File: config.mk
export PLATFORM = sky130hd
export DESIGN_NAME = count_reg_unit_flat
export DESIGN_NICKNAME = d
export VERILOG_FILES = /design/src/rtl/count_reg_if.sv /design/src/rtl/count_reg_unit.sv /design/src/flat_wrapper.sv
export SDC_FILE = /design/constraint.sdc
export NUM_CORES = 1
export LEC_CHECK = 0
export ABC_AREA = 1
export CORE_AREA = 2 2 39 41
export DETAILED_ROUTE_END_ITERATION = 7
export DIE_AREA = 0 0 41 43
export DONT_BUFFER_PORTS = 1
export PLACE_DENSITY = 0.3
export SYNTH_ARGS = -nofsm -noshare
export SYNTH_HDL_FRONTEND = slang
export SYNTH_SLANG_ARGS = --single-unit
File: constraint.sdc
create_clock -name clk -period 1.05 [get_ports clk]
set_input_delay 0.1575 -clock clk [delete_from_list [all_inputs] [get_ports clk]]
set_output_delay 0.1575 -clock clk [all_outputs]
set_load 0.01 [all_outputs]
File: src/rtl/count_reg_if.sv
// Counter bus between a controller FSM and its local latency/burst counter.
// The parent holds master (drives en); the counter holds slave.
interface count_reg_if #(
    parameter int unsigned WIDTH = 4
);
    logic             en;
    logic [WIDTH-1:0] count;
    logic             tc;
    logic             wrapped;

    modport master (output en, input count, tc, wrapped);
    modport slave  (input en, output count, tc, wrapped);
endinterface

File: src/rtl/count_reg_unit.sv
// Synchronous up-counter with enable, synchronous clear, terminal-count flag
// and selectable wrap or saturate behaviour at MAX_COUNT.
module count_reg_unit #(
    parameter int unsigned WIDTH     = 4,
    parameter int unsigned MAX_COUNT = (2 ** WIDTH) - 1,
    parameter bit          SATURATE  = 1'b0
) (
    input  logic              clk,
    input  logic              rst,
    count_reg_if.slave        bus
);
    localparam logic [WIDTH-1:0] MAX_VAL = WIDTH'(MAX_COUNT);
    localparam logic [WIDTH-1:0] ONE     = WIDTH'(1);

    // Power-up value matches the reset state so count is never X.
    logic [WIDTH-1:0] count_q = '0;
    logic             wrapped_q;
    logic             at_max;

    // Values above MAX_VAL are treated as terminal so no illegal state persists.
    assign at_max = (count_q >= MAX_VAL);

    generate
        if (SATURATE) begin : g_sat
            always_ff @(posedge clk) begin
                if (rst) begin
                    count_q <= '0;
                end else if (bus.en) begin
                    count_q <= at_max ? MAX_VAL : count_q + ONE;
                end
            end
            assign wrapped_q = 1'b0;
        end else begin : g_wrap
            logic wrap_q = 1'b0;

            always_ff @(posedge clk) begin
                if (rst) begin
                    count_q <= '0;
                    wrap_q  <= 1'b0;
                end else if (bus.en) begin
                    count_q <= at_max ? '0 : count_q + ONE;
                    wrap_q  <= at_max;
                end else begin
                    wrap_q  <= 1'b0;
                end
            end
            assign wrapped_q = wrap_q;
        end
    endgenerate

    assign bus.count   = count_q;
    assign bus.tc      = (count_q == MAX_VAL);
    assign bus.wrapped = wrapped_q;
endmodule

File: src/flat_wrapper.sv
// flat-port wrapper written by rule: the top's interface ports become plain ports
module count_reg_unit_flat 
#(
    parameter int unsigned WIDTH     = 4,
    parameter int unsigned MAX_COUNT = (2 ** WIDTH) - 1,
    parameter bit          SATURATE  = 1'b0
)
  (clk, rst, bus_en, bus_count, bus_tc, bus_wrapped);
  count_reg_if #(.WIDTH(WIDTH)) bus_i ();
  input  logic clk;
  input  logic rst;
  input wire logic [$bits(bus_i.en)-1:0] bus_en;
  output wire logic [$bits(bus_i.count)-1:0] bus_count;
  output wire logic [$bits(bus_i.tc)-1:0] bus_tc;
  output wire logic [$bits(bus_i.wrapped)-1:0] bus_wrapped;
  assign bus_i.en = bus_en;
  assign bus_count = bus_i.count;
  assign bus_tc = bus_i.tc;
  assign bus_wrapped = bus_i.wrapped;
  count_reg_unit #(.WIDTH(WIDTH), .MAX_COUNT(MAX_COUNT), .SATURATE(SATURATE)) u_core (.clk(clk), .rst(rst), .bus(bus_i));
endmodule
==> Word level (Yosys, flattened, before mapping) <==
Index checks and enable logic that the tools add are counted.
Widths: inputs -> output; s select.
{ "word_totals": {"in_bits": 3, "word_cells": 8, "regBits": 5} }
{ "op_classes": {"eq_ne": 1, "reduce_logical": 1, "n_mux": 1, "magnitude_cmp": 1, "bitwise": 1, "addsub": 1} }
{ "op_table": {"columns": ["op", "count"], "rows": [
  ["$add 4x1->4 const B", 1],
  ["$eq 4x4->1 const B", 1],
  ["$ge 4x4->1 const B", 1],
  ["$mux 4", 1],
  ["$reduce_or 2->1", 1],
  ["$not 1->1", 1]
]} }

==> Depth between registers and ports, before layout <==
{ "depth": {"depth_word": 2, "ltp_mapped": 6} }

==> Least setup slack after synthesis <==
No wires, ideal clock.
{ "synth_timing": {"kind": "reg-to-reg", "startpoint": "register u_core.count_q[0], in the netlist u_core.bus.count[0]", "endpoint": "register u_core.count_q[0], in the netlist u_core.bus.count[0]", "path_buffers": 0, "slack_ns": -0.004, "synth_period_minus_slack_ns": 1.054, "arrival_time_ns": 0.938, "path_stages_with_launch": 7, "setup_time_ns": 0.116, "cell_sequence": "dfxtp_1 -> ha_1 -> nand2_1 -> nor2_2 -> nand2_2 -> nand2_2 -> nor2_1"} }
{ "synth_via": {"elab_chain_len": 2, "elab_cells_between_ends": 3, "cone_classes": "add/sub: 1; order compare: 1; mux: 1"} }
{ "synth_rtl": {"columns": ["element", "line_no", "text"], "rows": [
  ["start, declared", "count_reg_unit.sv:16", "logic [WIDTH-1:0] count_q = '0;"],
  ["start signal, assigned", "count_reg_unit.sv:41", "count_q <= at_max ? '0 : count_q + ONE;"],
  ["$add 4x1->4 or $ge 4x4->1 (tied branches)", "count_reg_unit.sv:41, count_reg_unit.sv:21", null],
  ["$mux 4 *", "count_reg_unit.sv:41", null]
]} }
Mark *: on every way between the ends. The rest lies on a longest branch, timed or not.
A chain may end at the register's enable or synchronous reset.

==> Final worst setup path <==
{ "layout_timing": {"startpoint": "register u_core.count_q[0], in the netlist u_core.bus.count[0]", "endpoint": "output port bus_tc"} }
{ "layout_via": {"elab_chain_len": 1} }
{ "layout_rtl": {"columns": ["element", "line_no", "text"], "rows": [
  ["$eq 4x4->1", "count_reg_unit.sv:52", "assign bus.tc = (count_q == MAX_VAL);"],
  ["end, declared", "flat_wrapper.sv:14", "output wire logic [$bits(bus_i.tc)-1:0] bus_tc;"]
]} }
No other way between the ends.

==> impl_metrics.csv <==
group,metric,value,unit
status,status,"finished, final reports clean",
cts,post_cts_buffers,0,
setup_path,crit_slowest_cell,"dfxtp_2",
floorplan,die_w,41,um
route,wl,513,um
setup_path,worstSetupEndpointType,"primary output",
pwr,vdd_drop_max,608,uV
final_layout,final_core_util,0.234,
pwr,totalPowerFinal,0.491,mW
final_layout,area_growth,44.7,%
placed_design,gp_congestion,0.680,
setup_path,reg2reg_depth,6,
yosys,synth_seq_cells,5,
setup_path,critical_path_required,890,ps
global_routing,grt_pass1_vias,195,
worst_hold_path,holdCritStartpoint,"bus_en",
setup_path,path_delay_family,"flip-flops",
route,via_per_inst,3.70,
final_layout,drive_gt1_frac,0.447,
route,drt_iter0_markers,0,
global_routing,antenna_found_initial,0,
floorplan,die_h,43,um
cts,cts_sinks,5,
setup_path,timing.rr.start,"u_core.bus.count[0]$_SDFFE_PP0P_",
cts,cts_made_buffers,3,
setup_path,crit_chain,"ha_4 -> nand3_2 -> inv_2",
cts,cts_max_level,1,
setup_path,cp.depth,3,
timing,clock_skew,3.43,ps
yosys,async_flop_share,0,
worst_hold_path,hold_depth,2,
timing,fin_crit_sh,0.989,
timing,hold_viol,0,
yosys,syn_nets,34,
yosys,synth_warnings,0,
setup_path,crit_type,"reg2out",
route,postRouteAntennaNets,0,
yosys,synthFlopType,"dfxtp_1",
timing,relSlewSlack,0.893,
cts,cts_max_path_buffers,2,
placed_design,hpwlAfterDp,396,um
setup_path,cp-startpoint,"u_core.bus.count[0]$_SDFFE_PP0P_",
timing,min_period,1040,ps
run,maxCapViolations,0,
setup_path,slowest_delay,350,ps
timing,fin_hold_ws,90.1,ps
pwr,p_leak,0.130,nW
yosys,yosysMostFrequentCell,"nor2_1",
yosys,ys_types,14,
yosys,synthTopCellsByArea,"dfxtp_1 (45%), nor2_1 (10%), nand2_2 (8.4%), nand2_1 (6.7%), ha_1 (5.6%)",
worst_hold_path,hp-class,"in2reg",
route,drt_pass1_iterations,1,
floorplan,core-area,1380,um^2
timing,fmax,963,MHz
yosys,synth_top_area_frac,0.447,
yosys,syn_inst,30,
floorplan,start_util,0.162,
setup_path,path_buf_inv,1,
global_routing,overflow,0,
cts,cts.clk_slew.worst_paths,40,ps
final_layout,n_antenna_cell,0,
setup_path,cp.arrival,880,ps
route,drc_errors,0,
floorplan,rows,14,
yosys,synth_area,224,um^2
route,dr_total_vias,200,
yosys,yosysTopAreaCell,"dfxtp_1",
cts,cts_root_buffer,"clkbuf_4",
global_routing,grt_first_pass_wirelength,876,um
timing,setup_viol,0,
route,wire_per_inst,9.50,um
timing,setup_tns,0,ps
global_routing,track_usage,0.0850,
cts,clk_latency,240,ps
setup_path,startpoint_type,"flip-flop",
final_layout,final_nets,43,
setup_path,path_max_fanout,3,
final_layout,nFillCells,157,
yosys,ys_seq_area_frac,0.447,
yosys,avgSynthCellArea,7.47,um^2
yosys,ys_top_cells_by_count,"nor2_1 (6), dfxtp_1 (5), nand2_1 (4)",
pwr,power_density,1520,nW/um^2
floorplan,dieArea,1760,um^2
timing,report.final.slew_viol_count,0,
yosys,synth_edf_count,0,
global_routing,grt_max_degree,6,
placed_design,port_buffers,0,
timing,worst_pin_slew,160,ps
floorplan,io-pin-count,9,
cts,cts_tree,"yes",
timing,rsz0062_at_grt,"true",
[registers in the layout, summed over array words and instances, names as in the netlist]
register	flops
u_core.bus.count	4
u_core.bus.wrapped	1
[kinds of logic after synthesis]
| family | count (synthesis) | share of synthesized area |
|---|---|---|
| fa+ha+maj | 1 | 0.0559 |
| simple gates | 16 | 0.324 |
| xor+xnor | 1 | 0.0391 |
| compound gates | 3 | 0.0670 |
| flops | 5 | 0.447 |
| buf+inv | 4 | 0.0670 |
[report_power, final]
group	total [mW]	internal, mW	switching (mW)	leakage (nW)
Combinational	0.0558	0.0292	0.0267	0.0727
Sequential	0.210	0.201	0.00909	0.0419
Clock	0.225	0.144	0.0813	0.0150
[cells in the final DEF (no fill, tap or decap)]
| cell type | netlist | final |
|---|---|---|
| clkbuf_4 | 0 | 3 |
| nor3_1 | 1 | 1 |
| dlygate4sd3_1 | 0 | 1 |
| dfxtp_1 | 5 | 2 |
| nand2_1 | 4 | 4 |
| nor2_1 | 6 | 6 |
| inv_1 | 3 | 2 |
| o21ai_0 | 1 | 1 |
| inv_2 | 1 | 2 |
| nand2_2 | 3 | 3 |
| clkbuf_1 | 0 | 1 |
| a21oi_1 | 1 | 1 |
| nand3_2 | 0 | 1 |
| xnor2_1 | 1 | 1 |
| ha_4 | 0 | 1 |
| dfxtp_2 | 0 | 3 |
| o21ai_1 | 1 | 1 |
| buf_4 | 0 | 3 |
| nor2_2 | 1 | 1 |
[final timing paths]
path                                                          to  slack [ps]
worst max-delay path                                      bus_tc          10
worst min register to register     u_core.bus.wrapped$_SDFF_PP0_         530
worst max register to register  u_core.bus.count[0]$_SDFFE_PP0P_         100
worst min-delay path            u_core.bus.count[1]$_SDFFE_PP0P_          90
[area by class of cell]
class                      count  area (um^2)  area share
inverter                       4         15.0      0.0463
clock buffer                   4         26.3      0.0811
sequential                     5          104       0.320
tap                           16         20.0      0.0618
timing repair buffer           4         32.5       0.100
multi-input combinational     21          126       0.390
[through the flow]
stage / area, um^2 / std cells / setup slack, ps
after floorplan: 226 / 30 / 60.4
after global placement: 269 / 49 / 57.2
after detailed placement: 269 / 49 / 53.5
after CTS: 324 / 54 / -8.66
after global routing: 324 / 54 / -43.9
final: 324 / 54 / 11.2
[routing by layer]
layer  global-route usage  vias to the layer above  wire length, um
li1                     -                      109                -
met1               0.0762                       80              201
met2               0.0969                        9              223
met3                0.110                        2               78
met4               0.0600                        0               10
met5                    0                        -                0
[what timing repair did]
item / CTS / global route
gates resized for setup: 5 / 0
endpoints found under the hold margin: 2 / 0
hold buffers: 1 / 0
pin swaps: 1 / 1
endpoints found under the setup margin: 1 / 1
Power figures use the tool's default switching activity.
